`src/rtl/mux_src_ctrl.sv`:
```
// Source stage for the 4-bit display mux: prescaler, data counters, sticky carry, button select FSM.
// Optional macro SEL_AUTO_EN adds a tick-driven automatic select advance.
module mux_src_ctrl #(
  parameter int PRESCALE   = 4,
  parameter int DEB_CYCLES = 4,
  parameter int AUTO_TICKS = 8
) (
  input  logic       i_clk,
  input  logic       i_rst_n,
  input  logic       i_en,
  input  logic [2:0] i_step,
  input  logic       i_ovf_clr,
  input  logic       i_btn,
  output logic [1:0] o_sel,
  output logic [2:0] o_data1,
  output logic [2:0] o_data2,
  output logic [2:0] o_data3,
  output logic       o_ovf
);

  localparam int PW = $clog2(PRESCALE);
  localparam int DW = $clog2(DEB_CYCLES);
  localparam logic [PW-1:0] PRE_MAX = PW'(PRESCALE - 1);
  localparam logic [DW-1:0] DEB_MAX = DW'(DEB_CYCLES - 1);

  typedef enum logic [1:0] {
    S_D1  = 2'b00,
    S_OVF = 2'b01,
    S_D2  = 2'b10
  } sel_e;

  logic [PW-1:0] pre_cnt;
  logic          tick;
  logic          upd;
  logic [3:0]    sum;

  assign tick = (pre_cnt == PRE_MAX);
  assign upd  = tick & i_en;
  assign sum  = {1'b0, o_data3} + {1'b0, i_step};

  always_ff @(posedge i_clk or negedge i_rst_n) begin
    if (!i_rst_n) begin
      pre_cnt <= '0;
    end else if (tick) begin
      pre_cnt <= '0;
    end else begin
      pre_cnt <= pre_cnt + 1'b1;
    end
  end

  always_ff @(posedge i_clk or negedge i_rst_n) begin
    if (!i_rst_n) begin
      o_data1 <= 3'd0;
      o_data2 <= 3'd7;
      o_data3 <= 3'd0;
    end else if (upd) begin
      o_data1 <= o_data1 + 3'd1;
      o_data2 <= o_data2 - 3'd1;
      o_data3 <= sum[2:0];
    end
  end

  // A carry on the same cycle as a clear keeps the flag set.
  always_ff @(posedge i_clk or negedge i_rst_n) begin
    if (!i_rst_n) begin
      o_ovf <= 1'b0;
    end else if (upd && sum[3]) begin
      o_ovf <= 1'b1;
    end else if (i_ovf_clr) begin
      o_ovf <= 1'b0;
    end
  end

  logic          sync1;
  logic          sync2;
  logic          stable;
  logic [DW-1:0] deb_cnt;
  logic          accept;
  logic          press;

  assign accept = (sync2 != stable) && (deb_cnt == DEB_MAX);
  // Press fires on the edge that flips the stable level high.
  assign press  = accept & sync2;

  always_ff @(posedge i_clk or negedge i_rst_n) begin
    if (!i_rst_n) begin
      sync1   <= 1'b0;
      sync2   <= 1'b0;
      stable  <= 1'b0;
      deb_cnt <= '0;
    end else begin
      sync1 <= i_btn;
      sync2 <= sync1;
      if (sync2 == stable) begin
        deb_cnt <= '0;
      end else if (accept) begin
        stable  <= sync2;
        deb_cnt <= '0;
      end else begin
        deb_cnt <= deb_cnt + 1'b1;
      end
    end
  end

  logic adv;

`ifdef SEL_AUTO_EN
  localparam int AW = (AUTO_TICKS > 1) ? $clog2(AUTO_TICKS) : 1;
  localparam logic [AW-1:0] AUTO_MAX = AW'(AUTO_TICKS - 1);

  logic [AW-1:0] auto_cnt;
  logic          auto_adv;

  assign auto_adv = upd && (auto_cnt == AUTO_MAX);
  assign adv      = press | auto_adv;

  always_ff @(posedge i_clk or negedge i_rst_n) begin
    if (!i_rst_n) begin
      auto_cnt <= '0;
    end else if (press) begin
      auto_cnt <= '0;
    end else if (upd) begin
      if (auto_cnt == AUTO_MAX) begin
        auto_cnt <= '0;
      end else begin
        auto_cnt <= auto_cnt + 1'b1;
      end
    end
  end
`else
  assign adv = press;
`endif

  sel_e state;

  assign o_sel = state;

  always_ff @(posedge i_clk or negedge i_rst_n) begin
    if (!i_rst_n) begin
      state <= S_D1;
    end else begin
      unique case (state)
        S_D1:    if (adv) state <= S_OVF;
        S_OVF:   if (adv) state <= S_D2;
        S_D2:    if (adv) state <= S_D1;
        default: state <= S_D1;
      endcase
    end
  end

endmodule

```
`config.mk`:
```
export PLATFORM = sky130hd
export DESIGN_NAME = mux_src_ctrl
export DESIGN_NICKNAME = d
export VERILOG_FILES = /design/src/rtl/mux_src_ctrl.sv
export SDC_FILE = /design/constraint.sdc
export NUM_CORES = 1
export LEC_CHECK = 0
export ABC_AREA = 1
export CAP_MARGIN = 0
export CORE_UTILIZATION = 30
export CTS_BUF_LIST = sky130_fd_sc_hd__clkbuf_16
export CTS_CLUSTER_SIZE = 12
export DETAILED_ROUTE_END_ITERATION = 16
export PLACE_DENSITY = 0.49
export SYNTH_ARGS = -nofsm -noshare
export SYNTH_HDL_FRONTEND = slang
export SYNTH_SLANG_ARGS = --single-unit
export TNS_END_PERCENT = 100
```
`constraint.sdc`:
```
create_clock -name i_clk -period 2.8 [get_ports i_clk]
set_input_delay 0.84 -clock i_clk [delete_from_list [all_inputs] [get_ports i_clk]]
set_output_delay 0.84 -clock i_clk [all_outputs]
set_load 0.005 [all_outputs]
```
==> impl_results.md <==
- Post-CTS Setup Repair Bufs: 0
- Static Leakage: 0.579 nW
- Row cnt: 19
- Synthesized Nets: 100
- Core area: 2760 µm²
- Share of the synthesized area in the top cell type: 46.1%
- Via/cell ratio: 4.24
- Die Ht: 55.8 µm
- Hold_ws: 347 ps
- Final core utilization: 42.5%
- Storage cell area: 479 µm²
- CTS tree: done
- Hold Path Class: register to register
- Initial Utilization: 31.5%
- Cell Area, Synth: 868 µm²
- Die width: 55.8 µm
- P per Cell Area: 941 nW/µm²
- CTS root buf: clkbuf_16
- Crit path required time: 1960 ps
- Reg2Reg Setup Slack: 1500 ps
- Yosys top cell by area: dfrtp_1
- DR iter-0 viols: 7
- First-pass GRT wire length: 2.37 mm
- Ys Warns: 0
- Crit-path cells: clkdlybuf4s50_1
- Met3 wire length: 95 µm
- Worst path bufs/invs: 1
- Tcrit/Tclk final: 75.2%
- CTS resizes: 0
- Synth-to-Final Area Change: 35.0%
- Setup violations, final: 0
- CP Class: register to output port
- Antenna Violating Nets Remaining: 0
- # fillers: 293
- DP HPWL: 1.01 mm
- Register area share after synthesis: 55.2%
- Post-Synthesis Cells: 84
- Post-route setup TNS: 0 ps
- Die area: 3110 µm²
- RSZ-0062 raised after global routing: no
- Io pins: 20
- Uppermost layer routed: met4
- Max-capacitance violation count: 0
- Met1 wire length: 687 µm
- Proportion of layout cells with a drive suffix above 1: 10.3%
- Num CTS Buffers: 3
- Fmax achieved: 475 MHz
- Multi-input gate area: 317 µm²
- Vias in the first global route: 573
- Final slew viol count: 0
- Slew headroom: 71.6%
- Syn avg cell area: 10.3 µm²
- Crit. path cell count: 1
- Clock slew at reported path FFs: 50 ps
- Origin of the worst setup path: o_data2[2]
- Pin count of the biggest net entering global routing: 13
- Critical R2R Launch: o_data3[0]
- Synth top cells by count: nand2_1 (18), dfrtp_1 (16), inv_1 (14)
- Final hold vios: 0
- Final min period: 2110 ps
- Met2 WL: 512 µm
- Reg2reg end: o_data3[2]
- CTS Hold Buffers Added: 0
- Startpoint types: register
- Most frequent cell after synthesis: nand2_1
- Library cells used by synthesis: 16
- Wirelength, routed: 1.31 mm
- Vias: 585
- Critical Path Sink: o_data2[2]
- Pre-antenna DRT Iters: 4
- Initial antenna violation count: 0
- CP delay by family, top: flip-flops
- Critical Path AT: 1270 ps
- # DRC: 0
- R2R depth: 6
- WL/cell: 9.46 µm
- Ys flop type: dfrtp_1
- Clock Latency Late Sink: 240 ps
- Total Routing Usage GR: 10.1%
- CP max stage delay: 530 ps
- I/O Buffers: 19
- Synth top area cells: dfrtp_1 (46%), ha_1 (10%), dfstp_2 (9.1%), nand2_1 (7.8%), inv_1 (6.1%)
- Worst slew pin tran: 425 ps
- Placer Congestion: 0.662
- CP max stage cell: dfstp_2
- Synth Register Bits: 19
- Num Clock Sinks: 19
- Grt total ovfl: 0
- Async set-reset flop share out of synthesis: 100%
- Outcome: completed
- Crit path capture type: output port
- Final Net Count: 124
- Post-synth EDFFs: 0
- Inserted Diodes: 0
- Max clock buf depth: 2
- Crit-path max FO: 2
- Clock Skew: 1.07 ps
- H-tree levels: 1
- Peak VDD IR: 0.524 mV
cell families after synthesis:
family / share of synthesized area (%)
xor+xnor: 6.05
buf+inv: 8.36
fa+ha+maj: 12.4
compound gates: 2.59
simple gates: 15.4
flops: 55.2
power breakdown:
part	leakage, nW	switching (mW)	internal [mW]
Sequential	0.230	0.0656	0.382
Clock	0.0423	0.0871	0.189
Combinational	0.307	0.152	0.228
Total	0.579	0.304	0.799
registers in the layout, summed over array words and instances (netlist names):
register / cells
deb_cnt: 2
pre_cnt: 2
o_sel: 2
o_data2: 3
sync1: 1
o_data1: 3
stable: 1
o_ovf: 1
o_data3: 3
sync2: 1
worst min-delay path by stage:
stage                from     to  slack (ps)  cells past startpoint
floorplan           sync1  sync2         330                      0
global placement    sync1  sync2         340                      0
detailed placement  sync1  sync2         350                      0
CTS                 sync1  sync2         350                      0
global route        sync1  sync2         370                      0
finish              sync1  sync2         350                      0
per-stage QoR:
step                      power [mW]  instances  setup WS, ps  cell area [µm²]
after floorplan                0.638         84          1080              868
after global placement         0.826        134           578             1090
after detailed placement       0.836        134           569             1090
after CTS                       1.12        138           681             1170
after global routing            1.20        138           658             1170
final                           1.10        138           693             1170
cell usage in the layout, fill, tap and decap left out:
| cell type | n |
|---|---|
| clkdlybuf4s50_1 | 19 |
| nand2_1 | 18 |
| dfrtp_1 | 16 |
| inv_1 | 15 |
| nand3_1 | 7 |
| ha_1 | 7 |
| nor2_1 | 5 |
| xnor2_1 | 3 |
| xor2_1 | 3 |
| clkbuf_16 | 3 |
| dfstp_2 | 3 |
| o21ai_2 | 2 |
| or2_0 | 1 |
| nand2_2 | 1 |
| inv_6 | 1 |
| o21ai_0 | 1 |
| fa_1 | 1 |
| buf_4 | 1 |
per-layer routing:
layer	vias up	GRT usage, %
met2	17	13.9
met3	2	5.12
met4	0	3.21
met5	-	0
li1	306	-
met1	260	13.6
layout make-up:
class,instances,share of cell area (%)
flip-flops and latches,19,40.9
well taps,31,3.31
clock buffers,3,6.40
clock inverters,1,0.320
multi-input cells,49,27.0
repair buffers,20,16.9
inverters,15,5.23
Note: power is estimated with default switching activity, not from simulation.
